File: src/rtl/tdc_pkg.sv
// rtl/tdc_pkg.sv - shared types and widths for the TDC measurement controller
package tdc_pkg;

    // Width of the delay-line binary position
    localparam int FINE_W = 5;

    // Default coarse counter width
    localparam int COARSE_W_DEF = 16;

    typedef enum logic [1:0] {
        ST_IDLE    = 2'd0,
        ST_ARMED   = 2'd1,
        ST_CAPTURE = 2'd2,
        ST_DONE    = 2'd3
    } tdc_state_e;

endpackage

File: src/rtl/tdc_edge_detect.sv
// rtl/tdc_edge_detect.sv - rising-edge detector on an already synchronised signal
module tdc_edge_detect (
    input  logic clk_i,
    input  logic rst_i,
    input  logic sig_i,
    output logic rise_o
);

    logic sig_q;

    // Track the previous level every cycle so a level held across arming is never an edge
    always_ff @(posedge clk_i) begin
        if (rst_i) begin
            sig_q <= 1'b0;
        end else begin
            sig_q <= sig_i;
        end
    end

    assign rise_o = sig_i & ~sig_q;

endmodule

File: src/rtl/tdc_measure_ctrl.sv
// rtl/tdc_measure_ctrl.sv - arm/hit coarse counter with delay-line fine capture handshake
module tdc_measure_ctrl
    import tdc_pkg::*;
#(
    parameter int COARSE_W  = COARSE_W_DEF,
    parameter int TIMEOUT   = 65535,
    parameter int FINE_WAIT = 4
) (
    input  logic                clk,
    input  logic                rst,
    input  logic                arm,
    input  logic                hit_sync,
    output logic                sample,
    input  logic [FINE_W-1:0]   fine_count,
    input  logic                fine_valid,
    output logic [COARSE_W-1:0] result_coarse,
    output logic [FINE_W-1:0]   result_fine,
    output logic                result_valid,
    input  logic                result_ready,
    output logic                busy,
    output logic                timeout,
    output logic                fine_err
);

    // Wait counter only has to reach FINE_WAIT-1
    localparam int WAIT_W = (FINE_WAIT > 1) ? $clog2(FINE_WAIT) : 1;
    localparam logic [WAIT_W-1:0]   WAIT_LAST = WAIT_W'(FINE_WAIT - 1);
    localparam logic [COARSE_W-1:0] TIMEOUT_C = COARSE_W'(TIMEOUT);

    tdc_state_e          state_q;
    logic [COARSE_W-1:0] cnt_q;
    logic [WAIT_W-1:0]   wait_q;
    logic                hit_rise;

    tdc_edge_detect u_edge (
        .clk_i  (clk),
        .rst_i  (rst),
        .sig_i  (hit_sync),
        .rise_o (hit_rise)
    );

    // Measurement sequencer; every output is a register written alongside the state
    always_ff @(posedge clk) begin
        if (rst) begin
            state_q       <= ST_IDLE;
            cnt_q         <= '0;
            wait_q        <= '0;
            sample        <= 1'b0;
            timeout       <= 1'b0;
            fine_err      <= 1'b0;
            busy          <= 1'b0;
            result_valid  <= 1'b0;
            result_coarse <= '0;
            result_fine   <= '0;
        end else begin
            // Strobes default low so each is a single-cycle pulse
            sample   <= 1'b0;
            timeout  <= 1'b0;
            fine_err <= 1'b0;
            case (state_q)
                ST_IDLE: begin
                    if (arm) begin
                        cnt_q   <= '0;
                        state_q <= ST_ARMED;
                        busy    <= 1'b1;
                    end
                end
                ST_ARMED: begin
                    // A hit on the final counted cycle takes priority over the timeout
                    if (hit_rise) begin
                        result_coarse <= cnt_q;
                        sample        <= 1'b1;
                        wait_q        <= '0;
                        state_q       <= ST_CAPTURE;
                    end else if (cnt_q == TIMEOUT_C) begin
                        timeout <= 1'b1;
                        busy    <= 1'b0;
                        state_q <= ST_IDLE;
                    end else begin
                        cnt_q <= cnt_q + 1'b1;
                    end
                end
                ST_CAPTURE: begin
                    if (fine_valid) begin
                        result_fine  <= fine_count;
                        result_valid <= 1'b1;
                        state_q      <= ST_DONE;
                    end else if (wait_q == WAIT_LAST) begin
                        fine_err <= 1'b1;
                        busy     <= 1'b0;
                        state_q  <= ST_IDLE;
                    end else begin
                        wait_q <= wait_q + 1'b1;
                    end
                end
                ST_DONE: begin
                    if (result_ready) begin
                        result_valid <= 1'b0;
                        busy         <= 1'b0;
                        state_q      <= ST_IDLE;
                    end
                end
                default: begin
                    result_valid <= 1'b0;
                    busy         <= 1'b0;
                    state_q      <= ST_IDLE;
                end
            endcase
        end
    end

endmodule

File: config.mk
export PLATFORM = sky130hd
export DESIGN_NAME = tdc_measure_ctrl
export DESIGN_NICKNAME = d
export VERILOG_FILES = /design/src/rtl/tdc_pkg.sv /design/src/rtl/tdc_edge_detect.sv /design/src/rtl/tdc_measure_ctrl.sv
export SDC_FILE = /design/constraint.sdc
export NUM_CORES = 1
export LEC_CHECK = 0
export BUFFER_PORTS_ARGS = -buffer_cell sky130_fd_sc_hd__buf_2
export CORE_AREA = 2 2 69 71
export CTS_CLUSTER_DIAMETER = 40
export DETAILED_ROUTE_END_ITERATION = 16
export DIE_AREA = 0 0 71 73
export PLACE_DENSITY = 0.82
export SKIP_LAST_GASP = 1
export SLEW_MARGIN = 10
export SYNTH_ARGS = -nofsm -noshare
export SYNTH_HDL_FRONTEND = slang
export SYNTH_SLANG_ARGS = --single-unit
File: constraint.sdc
create_clock -name clk -period 1.9 [get_ports clk]
set_input_delay 0.19 -clock clk [delete_from_list [all_inputs] [get_ports clk]]
set_output_delay 0.19 -clock clk [all_outputs]
set_load 0.1 [all_outputs]
* Yosys cells after proc, flatten, opt, wreduce, memory -nomap -nowiden *
Cells that the tools add are included.

storage, ports and cells
  bits in registers = 47
  output and inout bits = 26
  input port bits = 11
  word-level logic and storage cells = 75

cells by class
  $add $sub $neg = 2
  equality and inequality tests = 17
  bitwise logic cells = 4
  mux-type cells = 27
  reductions and logical operators = 14

operators with widths
  kind                     number
  $mux W16                 3
  $pmux W16 S2             1
  $ne A2 B2 Y1 const B     10
  $mux W2                  9
  $add A16 B1 Y16 const B  1
  $eq A16 B16 Y1 const B   1
  $reduce_and A4 Y1        3
  $mux W1                  10
  $pmux W2 S4              1
  $eq A2 B2 Y1 const B     3
  $ne A3 B3 Y1 const B     2
  $reduce_and A6 Y1        1
  $reduce_bool A2 Y1       3
  $reduce_or A3 Y1         2
  $pmux W1 S4              1
  $pmux W2 S2              1
  $reduce_and A2 Y1        2
  $not A1 Y1               3
  $reduce_and A3 Y1        1
  $add A2 B1 Y2 const B    1
  $eq A2 B1 Y1 const B     1
  $logic_not A2 Y1         1
  $pmux W1 S2              1
  $reduce_or A2 Y1         1
  $and A1 B1 Y1            1

* Logic depth before layout (Yosys ltp) *
Gate-level depths: netlist of run 1.

  depth after elaboration = 4
  gate-level depth with buffers = 8
  depth with buffers taken out = 6

* Cells and area by module *
A second synthesis of run 1 with hierarchy kept.

second synthesis, totals
  cells, all modules = 257
  area total of the unflattened synthesis = 2073.2 um2

by module, submodules not included
  module            cells an instance  area each (um2)  seq. area each (um2)  instances
  tdc_measure_ctrl  254                2025.7           920.9                 1
  tdc_edge_detect   3                  47.5             20.0                  1

* Worst setup path before layout of run 1 *
No wires, ideal clock.

  kind = flip-flop to flip-flop
  start = register cnt_q[0]
  end = register cnt_q[1]
  period minus slack after synthesis = 1.876 ns
  buffers on the path = 1
  setup slack = 0.024 ns
  cell stages (with the launch flop) = 7
  arrival = 1.760 ns
  cell sequence = dfxtp_1 > ha_1 > nand4_1 > or4_1 > buf_6 > and2_4 > a22o_1

on the way
  cells in the longest elaborated chain, start to end = 4

RTL lines
  element                 line                    RTL
  start, declared         tdc_measure_ctrl.sv:31  logic [COARSE_W-1:0] cnt_q;
  start signal, assigned  tdc_measure_ctrl.sv:80  cnt_q <= cnt_q + 1'b1;
  $add A16 B1 Y16         tdc_measure_ctrl.sv:80
  $mux W16                tdc_measure_ctrl.sv:75  end else if (cnt_q == TIMEOUT_C) begin
  $mux W16                tdc_measure_ctrl.sv:70  if (hit_rise) begin
  $pmux W16 S2            tdc_measure_ctrl.sv:60  case (state_q)

Several ways; a longest one is shown, not always the timed one. The select of a mux whose other input is x is not followed.
A chain may end at the register's enable or synchronous reset.

* Worst setup path in the final report of run 1 *
  start = register cnt_q[14]
  end = register cnt_q[10]

on the way
  cells in the longest elaborated chain, start to end = 3

RTL lines
  element                      line
  $eq A16 B16 Y1               tdc_measure_ctrl.sv:75
  $ne A2 B2 Y1 (no line)       n/a
  $reduce_and A4 Y1 (no line)  n/a

Every way passes these cells.

==> flow_metrics.tcl, run 1 <==
set metrics [dict create \
    vias_per_cell 5.52 \
    max_freq_ghz 0.566 \
    grt_usage_pct 20.6 \
    die_w_um 71 \
    yosys.area.top_type "dfxtp_1" \
    num_vias 2030 \
    hold_buffers 0 \
    async_reset_ff_share_pct 0 \
    crit_fanout 7 \
    grt_setup_unrepaired "false" \
    clk_pin_slew_ns 0.08 \
    drive_above_1_share_pct 26.1 \
    grt_max_degree 39 \
    synth_nets 269 \
    slew_viol_final 0 \
    grt_overflow 0 \
    tightest_slew_ns 0.490 \
    ys_ff_latch 47 \
    required_ns 2.13 \
    finalPower_w 0.00197 \
    nets 326 \
    first_pass_iters 4 \
    drtIter0Drc 206 \
    synth_flop_cell "dfxtp_1" \
    setup_tns_ns 0 \
    slowest_stage "or4_4" \
    wl_mm 5.00 \
    final.period_utilization_pct 93.0 \
    core_um2 4540 \
    vdd.ir_drop.worst_mv 0.599 \
    grt_pass1_wl_mm 8.41 \
    die_height_um 73 \
    fin_ws_ns 0.133 \
    cts_sinks 47 \
    antenna_found_initial 0 \
    cts_root_buf "clkbuf_8" \
    n_fill_cell 402 \
    multi_input_area_um2 1090 \
    clk_latency_ns 0.31 \
    final_cell_mix "nand2_1, dfxtp_1, buf_2, a21oi_1, buf_4" \
    slew_headroom_pct 67.6 \
    syn_area_um2 2110 \
    holdWs_ns 0.116 \
    synth_area_per_cell_um2 8.26 \
    cp.arrival_ns 2.00 \
    status "finished, final reports clean" \
    grt_pass1_vias 1857 \
    synth_cell_types 44 \
    seq_area_frac_synth_pct 44.5 \
    gp_congestion 0.958 \
    regArea_um2 943 \
    area_delta_synth_final_pct 22.5 \
    power.density_nw_per_um2 762 \
    post-route-min-period_ns 1.77 \
    dp_hpwl_mm 3.69 \
    max_stage_delay_ns 0.55 \
    portBuffers 36 \
    htree_num_levels 2 \
    synth_cells 256 \
    critPathKind "reg -> reg" \
    dp_slack_ns 0.0474 \
    endpoint_kind "flip-flop" \
    hold_viol 0 \
    die_area_um2 5180 \
    tritoncts "yes" \
    synth-edff-count 0 \
    synth_top_cell_area_share_pct 44.5 \
    setup_viol 0 \
    drc_errors 0 \
    rows 25 \
    p_leak_nw 1.05 \
    ant_nets 0 \
    cts_buffers 5 \
    synth.area.top_cells "dfxtp_1, nand2_1, a21oi_1" \
    crit_chain "nand4_1 > or4_4 > buf_4 > nand3_1 > nand2_1 > a211oi_2" \
    min_path_type "in -> reg" \
    fin_skew_ns 0.00717 \
    synth_warnings 0 \
    layout_commonest_cell "nand2_1" \
    boundaryPins 37 \
    initial_core_util_pct 46.6 \
    maxCapViolations 0 \
    routedWlPerCell_um 13.6 \
    startpoint_type "flip-flop" \
    clockBufferDepth 2 \
    antennaDiodeCount 0 \
]
[synth_stat cells (2+ instances only)]
cell type and number:
clkbuf_1 8, nand3_1 15, a31oi_1 3, nand2_1 52, nor3_1 4, nand4_1 7, nor3b_1 2, a211oi_1 2
a21oi_2 2, nor4_1 2, buf_2 4, nor2_1 18, o31ai_1 4, nand3b_1 2, dfxtp_1 47, o21ai_1 6
a21oi_1 28, nand2b_1 3, or4_1 3, ha_1 2, o21ai_0 6, mux2i_1 8, nor2b_1 3, a41oi_1 2
inv_1 3, or3_1 2
[cell families after synthesis]
logic type,Yosys count,share of synthesized area [%]
muxes,8,3.79
DFF,47,44.5
adders and majority gates,2,1.18
buffers and inverters,17,4.14
AOI/OAI and AO/OA,63,19.2
and+or+nand+nor,119,27.2
[power by group]
group | internal, W | total, W | switching, W
logic | 0.000110 | 0.000359 | 0.000248
registers | 0.00101 | 0.00103 | 0.0000199
clock network | 0.000259 | 0.000586 | 0.000328
total | 0.00138 | 0.00197 | 0.000596
[per-stage QoR]
stage | instances | area, µm² | util [%]
2_1_floorplan | 256 | 2110 | -
3_3_place_gp | 360 | 2500 | 55.0
3_5_place_dp | 360 | 2500 | 55.0
4_1_cts | 368 | 2580 | 56.8
5_1_grt | 368 | 2590 | 57.1
6_report | 368 | 2590 | 57.1
[cell type report]
class                      instances  area share (%)
clock buffer                       7            2.95
clock inverter                     1           0.193
inverter                           3           0.435
multi-input combinational        192            42.2
sequential                        47            36.4
tap                               54            2.61
timing repair buffer              64            15.2
[flip-flops by register name, indices dropped and copies added (netlist names)]
name           count
result_fine        5
result_coarse     16
result_valid       1
timeout            1
cnt_q             16
sample             1
wait_q             2
fine_err           1
state_q            2
busy               1
u_edge.sig_q       1
[critical path: cells and delay by family (launching register included)]
family,cells,cell delay (ns)
simple gates,4,0.85
flops,1,0.45
compound gates,1,0.22
buf+inv,1,0.18
[metal layers]
layer | GRT usage [%] | vias up | wire (µm)
met5 | 0 | - | 0
met4 | 6.92 | 0 | 110
met3 | 5.25 | 13 | 343
met2 | 34.4 | 78 | 2350
met1 | 26.1 | 918 | 2190
li1 | - | 1021 | -
[what timing repair did]
| item | CTS | global route |
|---|---|---|
| buffers inserted | 0 | 0 |
| resized for setup | 0 | 5 |
| endpoints found under the hold margin | 0 | 0 |
| setup endpoints to repair | 0 | 13 |
[path summary, 6_finish.rpt]
path	cells after the start	start	to	slack (ns)
setup reg to reg	6	cnt_q[14]$_SDFFE_PP0P_	cnt_q[10]$_SDFFE_PP0P_	0.13
hold reg to reg	2	result_coarse[5]$_SDFFE_PP0P_	result_coarse[5]$_SDFFE_PP0P_	0.46
hold / removal	3	fine_count[1]	result_fine[1]$_SDFFE_PP0P_	0.12
setup / recovery	6	cnt_q[14]$_SDFFE_PP0P_	cnt_q[10]$_SDFFE_PP0P_	0.13
Power figures use the tool's default switching activity.
==> inputs of run 2 (changes only) <==
--- a/config.mk
+++ b/config.mk
@@ -10,9 +10,10 @@
 export CTS_CLUSTER_DIAMETER = 40
 export DETAILED_ROUTE_END_ITERATION = 16
 export DIE_AREA = 0 0 71 73
-export PLACE_DENSITY = 0.82
+export PLACE_DENSITY = 0.81
 export SKIP_LAST_GASP = 1
 export SLEW_MARGIN = 10
 export SYNTH_ARGS = -nofsm -noshare
 export SYNTH_HDL_FRONTEND = slang
+export SYNTH_HIERARCHICAL = 1
 export SYNTH_SLANG_ARGS = --single-unit
==> flow_metrics.tcl, run 2 <==
set metrics [dict create \
    cp.depth 6 \
    vdd.ir_drop.worst_mv 0.449 \
    reg_top3 "cnt_q: 16 flops, result_coarse: 16 flops, result_fine: 5 flops" \
    final_cell_mix "nand2_1, dfxtp_1, a21oi_1, buf_2, nor2_1" \
    path_buf_inv 0 \
    required_ns 2.09 \
    yosysMostFrequentCell "nand2_1" \
    max_stage_delay_ns 0.36 \
    drive_above_1_share_pct 23.4 \
    die_height_um 73 \
    hold_viol 0 \
    critPathKind "reg -> reg" \
    switchingPower_w 0.000553 \
    grt_max_degree 24 \
    p_leak_nw 1.04 \
    first_pass_iters 4 \
    crit_path_end "cnt_q[5]$_SDFFE_PP0P_" \
    grt_overflow 0 \
    synth_area_per_cell_um2 8.07 \
    grt_usage_pct 19.7 \
    final.period_utilization_pct 97.2 \
    area_delta_synth_final_pct 19.7 \
    antennaDiodeCount 0 \
    crit_chain "ha_1 > and4_1 > and4_2 > nor2_1 > a21oi_1 > a2111oi_2" \
    grt_setup_unrepaired "false" \
    ys_ff_latch 47 \
    min_path_type "in -> reg" \
    reg2reg_slack_ns 0.05 \
    reg2reg_to "cnt_q[5]$_SDFFE_PP0P_" \
    tightest_slew_ns 0.624 \
    ant_nets 0 \
    synth_top_cell_area_share_pct 45.4 \
    crit_family "simple AND/OR/NAND/NOR gates" \
    clk_latency_ns 0.31 \
    startpoint_type "flip-flop" \
    synth-edff-count 0 \
    power.density_nw_per_um2 766 \
    maxCapViolations 0 \
    nets 316 \
    status "finished, final reports clean" \
    drc_errors 0 \
    cts_buffers 5 \
    synth_nets 270 \
    setup_tns_ns 0 \
    synth_cells 257 \
    tritoncts "yes" \
    clockBufferDepth 2 \
    routedWlPerCell_um 13.7 \
    portBuffers 36 \
    holdWs_ns 0.117 \
    clk_pin_slew_ns 0.09 \
    core_um2 4540 \
    post-route-min-period_ns 1.85 \
    grt_pass1_vias 1736 \
    clkPwrFrac_pct 30.8 \
    rows 25 \
    setup_viol 0 \
    crit_fanout 6 \
    num_vias 1960 \
    synth_cell_types 37 \
    slowest_stage "dfxtp_2" \
    initial_core_util_pct 45.7 \
    synth_warnings 6 \
    cts_root_buf "clkbuf_8" \
    r2r_start "cnt_q[1]$_SDFFE_PP0P_" \
    boundaryPins 37 \
    max_freq_ghz 0.542 \
    grt_pass1_wl_mm 8.11 \
    synth.area.top_cells "dfxtp_1, a21oi_1, nand2_1" \
    vias_per_cell 5.47 \
    synth_commonest_cells "nand2_1, dfxtp_1, a21oi_1" \
    gp_congestion 0.918 \
    cp.arrival_ns 2.04 \
    drtIter0Drc 144 \
    async_reset_ff_share_pct 0 \
    power.internal_w 0.00135 \
    slew_headroom_pct 57.8 \
    yosys.area.top_type "dfxtp_1" \
    die_area_um2 5180 \
    dp_hpwl_mm 3.51 \
    power_frac_seq_pct 53.7 \
    reg2reg_depth 6 \
    p_comb_share_pct 15.5 \
    fin_ws_ns 0.0539 \
    endpoint_kind "flip-flop" \
    final_util_pct 54.7 \
    p_sw_share_pct 29.1 \
    synth_flop_cell "dfxtp_1" \
    layout_commonest_cell "nand2_1" \
    wl_mm 4.90 \
    slew_viol_final 0 \
    fin_skew_ns 0.00967 \
    die_w_um 71 \
    antenna_found_initial 0 \
    cts_sinks 47 \
    dp_slack_ns 0.0512 \
    critPathLaunch "cnt_q[1]$_SDFFE_PP0P_" \
    syn_area_um2 2070 \
    cts_setup_buffers 0 \
    htree_num_levels 2 \
    seq_area_frac_synth_pct 45.4 \
    n_fill_cell 438 \
]
## run 2: cell count changes after synthesis, moves of 3 or more
cell | before | now
nor2_1 | 18 | 25
and2_1 | 0 | 3
and4_1 | 0 | 4
o21ai_1 | 6 | 0
a21oi_1 | 28 | 44
o21ai_0 | 6 | 10
o31ai_1 | 4 | 0
nand2_1 | 52 | 48
nand3_1 | 15 | 8
## run 2: stage by stage
step | total power [W] | instances | cell area (µm²)
finish | 0.00190 | 358 | 2480
global route | 0.00198 | 358 | 2480
CTS | 0.00191 | 358 | 2470
detailed placement | 0.00133 | 350 | 2380
global placement | 0.00133 | 350 | 2380
floorplan | 0.00124 | 257 | 2070
## run 2: how the worst min path moves through the flow
stage / startpoint / endpoint / slack (ns) / cells after the start
after floorplan: rst / u_edge/sig_q$_SDFF_PP0_ / 0.25 / 1
after global placement: fine_count[1] / result_fine[1]$_SDFFE_PP0P_ / 0.42 / 3
after detailed placement: hit_sync / u_edge/sig_q$_SDFF_PP0_ / 0.43 / 2
after CTS: fine_count[1] / result_fine[1]$_SDFFE_PP0P_ / 0.11 / 3
after global routing: hit_sync / u_edge/sig_q$_SDFF_PP0_ / 0.12 / 2
final: fine_count[1] / result_fine[1]$_SDFFE_PP0P_ / 0.12 / 3
## run 2: logic make-up (layout without fill, tap and decap cells)
family | after synthesis | in the layout | share of synthesized area [%]
and+or+nand+nor | 115 | 115 | 27.3
buffers and inverters | 17 | 64 | 3.44
AOI/OAI and AO/OA | 69 | 69 | 19.3
adders and majority gates | 2 | 2 | 1.21
muxes | 7 | 7 | 3.44
DFF | 47 | 47 | 45.4
## run 2: layer usage
layer	wire (µm)	up-vias	global-route usage [%]	part of all wire (%)
li1	-	996	-	-
met2	2280	60	31.4	47
met1	2340	895	26.0	48
met3	217	9	4.14	4.4
met4	67	0	8.81	1.4
met5	0	-	0	0
## run 2: worst reg2reg max path, stage by stage (launching register included)
cell       delay (ns)
dfxtp_2          0.36
ha_1             0.23
and4_1           0.26
and4_2           0.27
nor2_1           0.24
a21oi_1          0.14
a2111oi_2        0.25
## run 2: final cells by class
type | count | area, µm² | share of cell area [%]
Inverter | 4 | 15.0 | 0.605
Sequential cell | 47 | 942 | 38.0
Clock inverter | 3 | 15.0 | 0.605
Tap cell | 54 | 67.6 | 2.72
Timing Repair Buffer | 52 | 300 | 12.1
Multi-Input combinational cell | 193 | 1070 | 43.2
Clock buffer | 5 | 68.8 | 2.77
## run 2: timing repair
| item | 4_1_cts | 5_1_grt |
|---|---|---|
| resized for setup | 0 | 5 |
| hold buffers | 0 | 0 |
| endpoints found under the setup margin | 0 | 7 |
## run 2: power groups by stage
stage               registers [W]  logic, W  clock network [W]
finish                    0.00102  0.000294           0.000586
global route              0.00102  0.000316           0.000639
floorplan                 0.00110  0.000147                  0
global placement          0.00104  0.000283                  0
detailed placement        0.00104  0.000285                  0
CTS                       0.00102  0.000286           0.000601
